### config.mk
export PLATFORM = sky130hd
export DESIGN_NAME = uart_tx_gen2
export DESIGN_NICKNAME = d
export VERILOG_FILES = /design/src/rtl/uart_tx_gen2.sv
export SDC_FILE = /design/constraint.sdc
export NUM_CORES = 1
export LEC_CHECK = 0
export BUFFER_PORTS_ARGS = -buffer_cell sky130_fd_sc_hd__buf_2
export CAP_MARGIN = 20
export CORE_MARGIN = 4
export CORE_UTILIZATION = 45
export DETAILED_ROUTE_END_ITERATION = 7
export GPL_TIMING_DRIVEN = 0
export SLEW_MARGIN = 30
export SYNTH_ARGS = -nofsm -noshare
export SYNTH_HDL_FRONTEND = slang
export SYNTH_SLANG_ARGS = --single-unit
### constraint.sdc
create_clock -name clk_i -period 6 [get_ports clk_i]
set_input_delay 0 -clock clk_i [delete_from_list [all_inputs] [get_ports clk_i]]
set_output_delay 0 -clock clk_i [all_outputs]
set_load 0.05 [all_outputs]
### src/rtl/uart_tx_gen2.sv
// uart_tx_gen2: UART transmitter with built-in baud divider, parity, 1/2 stop bits and ready/valid input.
// Ports:
//   clk_i, rst_i          single clock, synchronous active-high reset
//   baud_div_i            clk cycles per serial bit (0 acts as 1)
//   par_en_i, par_typ_i   parity enable, parity type (0 even, 1 odd)
//   stop2_i               1 selects two stop bits
//   data_valid_i, p_data_i, data_ready_o   word handshake, LSB sent first
//   busy_o, s_data_o, done_o               frame in progress, serial line, end-of-frame pulse
module uart_tx_gen2 #(
    parameter int DATA_WIDTH = 8,
    parameter int DIV_WIDTH  = 16
) (
    input  logic                  clk_i,
    input  logic                  rst_i,
    input  logic [DIV_WIDTH-1:0]  baud_div_i,
    input  logic                  par_en_i,
    input  logic                  par_typ_i,
    input  logic                  stop2_i,
    input  logic                  data_valid_i,
    input  logic [DATA_WIDTH-1:0] p_data_i,
    output logic                  data_ready_o,
    output logic                  busy_o,
    output logic                  s_data_o,
    output logic                  done_o
);
    localparam int BW = $clog2(DATA_WIDTH + 1);
    typedef enum logic [2:0] {IDLE, START, DATA, PARITY, STOP} state_e;
    state_e                state_q, state_d;
    logic [DIV_WIDTH-1:0]  div_q, div_d, dm1_q, dm1_d;
    logic [BW-1:0]         bit_q, bit_d;
    logic [DATA_WIDTH-1:0] data_q, data_d;
    logic                  par_en_q, par_en_d, par_q, par_d, stop2_q, stop2_d;
    logic                  s_data_d, busy_d, done_d;
    logic                  last, final_stop, accept;
    always_comb begin
        last         = div_q == dm1_q;
        final_stop   = state_q == STOP && last && bit_q == BW'(stop2_q);
        data_ready_o = !rst_i && (state_q == IDLE || final_stop);
        accept       = data_valid_i && data_ready_o;
        state_d      = state_q;
        div_d        = last ? '0 : div_q + DIV_WIDTH'(1);
        bit_d        = bit_q;
        data_d       = data_q;
        dm1_d        = dm1_q;
        par_en_d     = par_en_q;
        par_d        = par_q;
        stop2_d      = stop2_q;
        case (state_q)
            IDLE:   div_d = '0;
            START:  state_d = last ? DATA : START;
            DATA: begin
                if (last) begin
                    data_d = data_q >> 1;
                    bit_d  = (bit_q == BW'(DATA_WIDTH - 1)) ? '0 : bit_q + BW'(1);
                    if (bit_q == BW'(DATA_WIDTH - 1)) state_d = par_en_q ? PARITY : STOP;
                end
            end
            PARITY: state_d = last ? STOP : PARITY;
            STOP: begin
                if (last) begin
                    bit_d   = final_stop ? '0 : bit_q + BW'(1);
                    state_d = final_stop ? IDLE : STOP;
                end
            end
            default: state_d = IDLE;
        endcase
        // Acceptance overrides the STOP->IDLE exit so frames can run back to back.
        if (accept) begin
            state_d  = START;
            div_d    = '0;
            bit_d    = '0;
            data_d   = p_data_i;
            dm1_d    = (baud_div_i == '0) ? '0 : baud_div_i - DIV_WIDTH'(1);
            par_en_d = par_en_i;
            par_d    = par_typ_i ? ~^p_data_i : ^p_data_i;
            stop2_d  = stop2_i;
        end
        // Registered outputs are decoded from the next state so they line up with it.
        s_data_d = state_d == START ? 1'b0 : state_d == DATA ? data_d[0] : state_d == PARITY ? par_d : 1'b1;
        busy_d   = state_d != IDLE;
        done_d   = state_d == STOP && div_d == dm1_d && bit_d == BW'(stop2_d);
    end
    always_ff @(posedge clk_i) begin
        if (rst_i) begin
            state_q  <= IDLE;
            div_q    <= '0;
            bit_q    <= '0;
            data_q   <= '0;
            dm1_q    <= '0;
            par_en_q <= 1'b0;
            par_q    <= 1'b0;
            stop2_q  <= 1'b0;
            s_data_o <= 1'b1;
            busy_o   <= 1'b0;
            done_o   <= 1'b0;
        end else begin
            state_q  <= state_d;
            div_q    <= div_d;
            bit_q    <= bit_d;
            data_q   <= data_d;
            dm1_q    <= dm1_d;
            par_en_q <= par_en_d;
            par_q    <= par_d;
            stop2_q  <= stop2_d;
            s_data_o <= s_data_d;
            busy_o   <= busy_d;
            done_o   <= done_d;
        end
    end
endmodule

# Word-level counts from Yosys, hierarchy flattened

Cells that the tools add are included.

Flip-flop bits (word level): 53
Input port bits: 30
Output and inout port bits: 4
Word-level logic and storage cells: 73

Add/subtract/negate cells: 3
Equality and inequality tests: 13
Multiplexer cells: 29
Reductions and logical operators: 16

Operators with widths:

| operator                | number |
|---|---|
| $mux W16                | 5 |
| $eq A16 B16 Y1          | 2 |
| $mux W8                 | 3 |
| $mux W3                 | 7 |
| $mux W4                 | 5 |
| $add A16 B1 Y16 const B | 1 |
| $logic_not A16 Y1       | 1 |
| $sub A16 B1 Y16 const B | 1 |
| $pmux W3 S5             | 1 |
| $eq A3 B2 Y1 const B    | 4 |
| $eq A4 B1 Y1            | 2 |
| $pmux W4 S2             | 1 |
| $reduce_xnor A8 Y1      | 1 |
| $reduce_xor A8 Y1       | 1 |
| $eq A3 B1 Y1 const B    | 2 |
| $eq A3 B3 Y1 const B    | 2 |
| $logic_and A1 B1 Y1     | 6 |
| $mux W1                 | 6 |
| $add A4 B1 Y4 const B   | 1 |
| $eq A4 B3 Y1 const B    | 1 |
| $reduce_bool A2 Y1      | 2 |
| $logic_not A3 Y1        | 1 |
| $reduce_bool A3 Y1      | 1 |
| $mux W2                 | 1 |
| other kinds (3)         | 3 |

# Logic depth before layout (Yosys ltp)

Gate-level depths: netlist (run 1).

Depth in word-level cells: 11
Depth in mapped cells: 12
Mapped depth without buffers: 11

# Least setup slack after synthesis (run 1)

No wires, ideal clock.

Path type: flip-flop to flip-flop
From: register dm1_q[6]
To: register s_data_o
Library setup time: 0.124 ns
Arrival: 2.430 ns
Setup slack: 3.445 ns
Cell stages (with the launch flop): 9
Buffers on the path: 1
Clock period less this slack: 2.555 ns
Cells stage by stage: dfxtp_1 -> xor2_1 -> nor4_2 -> nand4_2 -> buf_2 -> nor3_2 -> mux2i_1 -> nand2_1 -> a2111o_1

Longest elaborated chain between the ends: 11

Ends and longest elaborated chain:

| what                                               | RTL line | RTL |
|---|---|---|
| start: declaration                                 | 29       | `logic [DIV_WIDTH-1:0] div_q, div_d, dm1_q, dm1_d;` |
| start signal: assignment                           | 101      | `dm1_q <= dm1_d;` |
| $eq A16 B16 Y1 (*)                                 | 36       | `last = div_q == dm1_q;` |
| $logic_and A1 B1 Y1 (2 in a row)                   | 37       | `final_stop = state_q == STOP && last && bit_q == BW'(stop2_q);` |
| $mux W3 or $logic_or A1 B1 Y1 (tied branches)      | 62, 38   |  |
| $mux W3 or $logic_and A1 B1 Y1 (tied branches)     | 60, 38   |  |
| $pmux W3 S5 or $logic_and A1 B1 Y1 (tied branches) | 48, 39   |  |
| $mux W3                                            | 68       | `if (accept) begin` |
| $eq A3 B2 Y1                                       | 79       | `s_data_d = state_d == START ? 1'b0 : state_d == DATA ? data_d[0] : state_d == PARITY ? par_d : 1'b1;` |
| $mux W1 (2 in a row)                               | 79       |  |
| $mux W1 (*)                                        | 79       |  |
| end signal: assignment                             | 105      | `s_data_o <= s_data_d;` |
| end: declaration                                   | 23       | `output logic s_data_o,` |

Mark *: on every way between the ends. The rest lies on a longest branch, timed or not. The select of a mux whose other input is x is not followed.
A chain may end at the register's enable or synchronous reset.

# Worst setup path after layout (run 1)

From: register dm1_q[10]
To: register done_o

Longest elaborated chain between the ends: 10

Ends and longest elaborated chain:

| what                                               | RTL line | RTL |
|---|---|---|
| $eq A16 B16 Y1                                     | 36       |  |
| $logic_and A1 B1 Y1 (2 in a row)                   | 37       |  |
| $mux W3 or $logic_or A1 B1 Y1 (tied branches)      | 62, 38   |  |
| $mux W3 or $logic_and A1 B1 Y1 (tied branches)     | 60, 38   |  |
| $pmux W3 S5 or $logic_and A1 B1 Y1 (tied branches) | 48, 39   |  |
| $mux W3 or $mux W16 (tied branches)                | 68       |  |
| $eq A3 B3 Y1 or $eq A16 B16 Y1 (tied branches)     | 81       | `done_d = state_d == STOP && div_d == dm1_d && bit_d == BW'(stop2_d);` |
| $logic_and A1 B1 Y1                                | 81       |  |
| $logic_and A1 B1 Y1 (*)                            | 81       |  |
| end signal: assignment                             | 107      | `done_o <= done_d;` |
| end: declaration                                   | 24       | `output logic done_o` |

Mark *: on every way between the ends. The rest lies on a longest branch, timed or not.

==> results.sh, run 1 <==
export IMPL_status="completed"
export IMPL_dp_cells=546
export IMPL_ir_drop_v=0.000132
export IMPL_cts_num_sinks=53
export IMPL_fin_cells=565
export IMPL_period_share=0.522
export IMPL_synth_edf_count=0
export IMPL_synth_warning_count=0
export IMPL_cp_start_kind="register"
export IMPL_hold_depth=4
export IMPL_area_delta_synth_final_pct=15.6
export IMPL_tightest_slew_ps=801
export IMPL_io_buffers=33
export IMPL_post_cts_setup_buffers=0
export IMPL_finish_utilization=0.534
export IMPL_grt_max_degree=17
export IMPL_grt_pass1_vias=2896
export IMPL_clock_skew_ps=9.11
export IMPL_syn_area_per_cell_um2=8.06
export IMPL_ys_ff_latch=53
export IMPL_max_clock_freq_mhz=319
export IMPL_min_path_type="in2reg"
export IMPL_io_pins=34
export IMPL_die_height_um=94.1
export IMPL_antenna_cells=0
export IMPL_rr_worst_depth=10
export IMPL_synthesis_area_um2=3340
export IMPL_dp_hpwl_mm=6.67
export IMPL_dr_pass1_iters=5
export IMPL_fill_cells=708
export IMPL_timing_worst_setup_path_type="reg2reg"
export IMPL_synthCells=414
export IMPL_drt_iter0_drc=189
export IMPL_synth_cell_type_count=51
export IMPL_async_flop_share=0
export IMPL_setup_violations=0
export IMPL_syn_nets=448
export IMPL_period_minus_slack_ps=3130
export IMPL_die_w_um=94.1
export IMPL_final_max_slew_viol_count=0
export IMPL_seq_area_um2=1060
export IMPL_hp_start="baud_div_i[0]"
export IMPL_synth_ff_type="dfxtp_1"
export IMPL_nNetsFinal=499
export IMPL_required_ps=6240
export IMPL_cts_max_level=2
export IMPL_cts_max_path_buffers=2
export IMPL_p_leak_nw=1.49
export IMPL_cts_root_buffer="clkbuf_8"
export IMPL_tns_ps=0
export IMPL_cap_violations=0
export IMPL_drive_gt1_frac=0.122
export IMPL_drc=0
export IMPL_core_area_um2=7210
export IMPL_antenna_left=0
export IMPL_crit_start="dm1_q[10]"
export IMPL_clock_latency_ps=320
export IMPL_wirelength_mm=8.92
export IMPL_slew_headroom=0.463
export IMPL_crit_arrival_ps=3370
export IMPL_synth_area_leaders="dfxtp_1 (32%), xor2_1 (8.9%), nor2_1 (8.3%)"
export IMPL_rows=31
export IMPL_cts_buffers=5
export IMPL_cts_resized=0
export IMPL_end_kind="register"
export IMPL_track_usage=0.208
export IMPL_synth_top_area_cell="dfxtp_1"
export IMPL_cts_tree="built"
export IMPL_vias=3059
export IMPL_clkSlewWorstSetupHoldPaths_ps=100
export IMPL_grt_pass1_wl_mm=14.3
export IMPL_wl_per_cell_um=15.8
export IMPL_power_density_nw_per_um2=215
export IMPL_pre_cts_ws_ps=2970
export IMPL_grt_overflow=0
export IMPL_dieArea_um2=8850
export IMPL_yosysTopAreaCellShare=0.318
export IMPL_viasPerCell=5.41
export IMPL_rsz0062_at_grt="no"
export IMPL_multi_input_area_um2=2180
export IMPL_postLayoutSetupSlackWorst_ps=2870
export IMPL_hold_worst_slack_ps=131
export IMPL_hold_violations=0
export IMPL_path_max_fanout=10
export IMPL_start_util=0.462
export IMPL_rr_startpoint="dm1_q[10]"
export IMPL_yosysSeqAreaShare=0.318
export IMPL_antenna_found_initial=0
export IMPL_gp_congestion=0.874
[sequential cells by signal, indices dropped and copies added, names as in the netlist]
name      flops
par_q         1
state_q       3
par_en_q      1
dm1_q        16
data_q        8
bit_q         4
busy_o        1
div_q        16
done_o        1
stop2_q       1
s_data_o      1
[cell usage in the layout, fill, tap and decap left out, drive strengths merged, types with 5 or more instances in the layout]
cell / Yosys / final
mux2i: 20 / 20
and3: 8 / 8
a21oi: 20 / 20
buf: 5 / 38
dfxtp: 53 / 53
nor3: 22 / 22
nor4: 10 / 10
xnor2: 28 / 28
nand4: 7 / 7
a211oi: 9 / 9
nand2: 26 / 26
clkbuf: 14 / 20
dlygate4sd3: 0 / 11
xor2: 34 / 34
nor2: 74 / 74
nor3b: 6 / 6
o21ai: 12 / 12
nand3: 11 / 11
inv: 5 / 5
nor2b: 7 / 7
[worst max-delay path: stages, from the launching register on]
cell and delay, ps:
dfxtp_1 380, xor2_1 190, nor4_2 420, nand4_2 280, buf_2 270, nor4_1 350
mux2i_1 270, nand3_1 170, o32ai_1 400, o31ai_1 160, nor4_2 170
[power by group]
part           switching [mW]  internal (mW)  leakage [nW]
sequential             0.0124          0.368         0.431
combinational           0.116         0.0722          1.00
clock                   0.126          0.136        0.0574
total                   0.254          0.576          1.49
[metal layers]
layer / up-vias / share of wire / GRT usage
met5: - / 0 / 0
met4: 0 / 0.016 / 0.0662
met3: 11 / 0.051 / 0.0272
met2: 79 / 0.48 / 0.359
met1: 1413 / 0.45 / 0.267
li1: 1556 / - / -
[cell type report]
class / count / area share
Clock buffer: 6 / 0.0214
Timing Repair Buffer: 44 / 0.0714
Multi-Input combinational cell: 337 / 0.565
Inverter: 5 / 0.00487
Clock inverter: 2 / 0.00974
Tap cell: 99 / 0.0321
Buffer: 19 / 0.0198
Sequential cell: 53 / 0.275
[cells in the mapped netlist, types with 9 or more instances]
cell / instances
nor2_1: 74
dfxtp_1: 53
xor2_1: 34
xnor2_1: 28
nand2_1: 26
a21oi_1: 20
mux2i_1: 20
nor3_1: 20
clkbuf_1: 14
nand3_1: 11
o21ai_0: 11
a211oi_1: 9
[stage by stage]
stage | power [mW] | cell area [um2]
6_report | 0.831 | 3850
4_1_cts | 0.836 | 3850
3_3_place_gp | 0.568 | 3620
2_1_floorplan | 0.514 | 3340
3_5_place_dp | 0.570 | 3620
5_1_grt | 0.867 | 3850
[path summary, 6_finish.rpt]
| path | endpoint | slack, ps |
|---|---|---|
| min reg2reg | stop2_q | 500 |
| min | dm1_q[0] | 130 |
| max | done_o | 2870 |
| max reg2reg | done_o | 2870 |
[timing repair]
action	in CTS	in global routing
endpoints found under the hold margin	11	0
endpoints found under the setup margin	0	0
hold buffers	11	0
[cell families (layout without fill, tap and decap cells)]
| logic type | after synthesis | count (layout) | share of synthesized area |
|---|---|---|---|
| simple gates | 191 | 191 | 0.295 |
| xor+xnor | 62 | 62 | 0.163 |
| compound gates | 59 | 59 | 0.117 |
| flops | 53 | 53 | 0.318 |
| buf+inv | 24 | 76 | 0.0285 |
| mux | 21 | 21 | 0.0634 |
| fa+ha+maj | 4 | 4 | 0.0150 |
Note: power is estimated with default switching activity, not from simulation.
==> inputs of run 2 (changes only) <==
==> constraint.sdc (replaced) <==
create_clock -name clk_i -period 3 [get_ports clk_i]
set_input_delay 0 -clock clk_i [delete_from_list [all_inputs] [get_ports clk_i]]
set_output_delay 0 -clock clk_i [all_outputs]
set_load 0.05 [all_outputs]
==> results.sh, run 2 (synthesized netlist as in run 1, its figures left out) <==
export IMPL_status="completed"
export IMPL_grt_overflow=0
export IMPL_gp_congestion=0.874
export IMPL_wl_per_cell_um=16.0
export IMPL_end_kind="register"
export IMPL_core_area_um2=7210
export IMPL_dr_pass1_iters=4
export IMPL_dieArea_um2=8850
export IMPL_clkSlewWorstSetupHoldPaths_ps=100
export IMPL_switchingPower_uw=514
export IMPL_die_height_um=94.1
export IMPL_required_ps=3230
export IMPL_reg_top3="div_q (16), dm1_q (16), data_q (8)"
export IMPL_slew_headroom=0.467
export IMPL_rsz0062_at_grt="yes"
export IMPL_power_frac_comb=0.237
export IMPL_drt_iter0_drc=205
export IMPL_finish_utilization=0.545
export IMPL_timing_worst_setup_path_type="reg2reg"
export IMPL_hold_violations=0
export IMPL_antenna_left=0
export IMPL_place_area_um2=3620
export IMPL_cp_start_kind="register"
export IMPL_antenna_found_initial=0
export IMPL_max_clock_freq_mhz=340
export IMPL_cts_buffers=5
export IMPL_power_mw=1.68
export IMPL_crit_arrival_ps=3170
export IMPL_vias=3071
export IMPL_rr_worst_depth=10
export IMPL_cp_buffers_inverters=1
export IMPL_ir_drop_v=0.000266
export IMPL_clock_latency_ps=320
export IMPL_period_minus_slack_ps=2940
export IMPL_fin_area_um2=3930
export IMPL_p_leak_nw=1.51
export IMPL_final_max_slew_viol_count=0
export IMPL_cts_num_sinks=53
export IMPL_grt_max_degree=17
export IMPL_min_path_type="in2reg"
export IMPL_path_max_fanout=10
export IMPL_regToRegSetupSlack_ps=60
export IMPL_grt_pass1_vias=2897
export IMPL_track_usage=0.209
export IMPL_wirelength_mm=9.09
export IMPL_switching_share=0.306
export IMPL_clock_skew_ps=8.50
export IMPL_area_delta_synth_final_pct=17.8
export IMPL_drc=0
export IMPL_most_common_layout_cells="nor2_1 (74), dfxtp_1 (52), buf_2 (35), xor2_1 (34), xnor2_1 (28)"
export IMPL_power_density_nw_per_um2=427
export IMPL_cts_root_buffer="clkbuf_8"
export IMPL_path_cells="xor2_1 -> nor4_2 -> nand4_2 -> buf_6 -> nor4_2 -> mux2i_1 -> nand3_1 -> o32ai_2 -> o31ai_1 -> nor4_2"
export IMPL_die_w_um=94.1
export IMPL_io_pins=34
export IMPL_io_buffers=33
export IMPL_start_util=0.462
export IMPL_cts_max_level=2
export IMPL_p_seq_frac=0.453
export IMPL_slowest_stage="nor4_2"
export IMPL_dp_cells=546
export IMPL_nNetsFinal=501
export IMPL_grt_pass1_wl_mm=14.4
export IMPL_tightest_slew_ps=792
export IMPL_hold_worst_slack_ps=137
export IMPL_cp_depth=10
export IMPL_viasPerCell=5.42
export IMPL_rows=31
export IMPL_cts_tree="built"
export IMPL_setup_violations=0
export IMPL_period_share=0.979
export IMPL_fill_cells=706
export IMPL_drive_gt1_frac=0.143
export IMPL_fin_cells=567
export IMPL_cts_max_path_buffers=2
export IMPL_cap_violations=0
export IMPL_p_clk_frac=0.309
export IMPL_p_int_mw=1.17
export IMPL_hold_depth=4
export IMPL_dp_hpwl_mm=6.67
export IMPL_crit_family="simple AND/OR/NAND/NOR gates"
export IMPL_path_common_cell="nor4_2"
export IMPL_antenna_cells=0
export IMPL_final_common_cell="nor2_1"
export IMPL_worst_path_largest_cell_delay_ps=390
## run 2: cell type report
type	count	area, um2	share of cell area
timing repair buffer	46	303	0.0771
clock inverter	2	37.5	0.00955
sequential	53	1060	0.270
buffer	19	86.3	0.0220
inverter	5	18.8	0.00478
tap	99	124	0.0315
clock buffer	6	82.6	0.0210
multi-input combinational	337	2210	0.564
## run 2: power by group through the flow
stage          combinational (mW)  clock, mW  sequential [mW]
3_5_place_dp                0.364          0            0.777
4_1_cts                     0.380      0.536            0.761
5_1_grt                     0.434      0.558            0.764
6_report                    0.399      0.519            0.761
2_1_floorplan               0.245          0            0.783
3_3_place_gp                0.361          0            0.776
## run 2: worst paths after layout
| check | to | start |
|---|---|---|
| worst min register to register | par_q | par_q |
| worst max-delay path | done_o | dm1_q[8] |
| worst min-delay path | dm1_q[0] | baud_div_i[0] |
| worst max register to register | done_o | dm1_q[8] |
## run 2: timing repair
action | in CTS | in global routing
pin swaps | 1 | 3
hold buffers | 11 | 0
hold endpoints to repair | 11 | 0
gates resized for setup | 1 | 13
setup endpoints to repair | 2 | 2
buffers inserted | 1 | 1
## run 2: layer usage
metal  vias to the layer above  track usage  share of wire  routed length, um
met2                        54        0.362           0.49               4440
met4                         0       0.0590          0.015                133
met1                      1446        0.270           0.46               4210
met3                        11       0.0272          0.032                294
li1                       1560            -              -                  -
met5                         -            0              0                  0
## run 2: tightest hold or removal path: stages
cell,delay [ps]
buf_2,120
nor2_1,100
mux2i_1,110
nor2_1,90
## run 2: through the flow
stage	setup WS, ps	setup TNS, ps
after floorplan	445	0
after global placement	-62.6	-110
after detailed placement	-30.3	-59.3
after CTS	-34.5	-34.5
after global routing	-134	-134
final	62.7	0
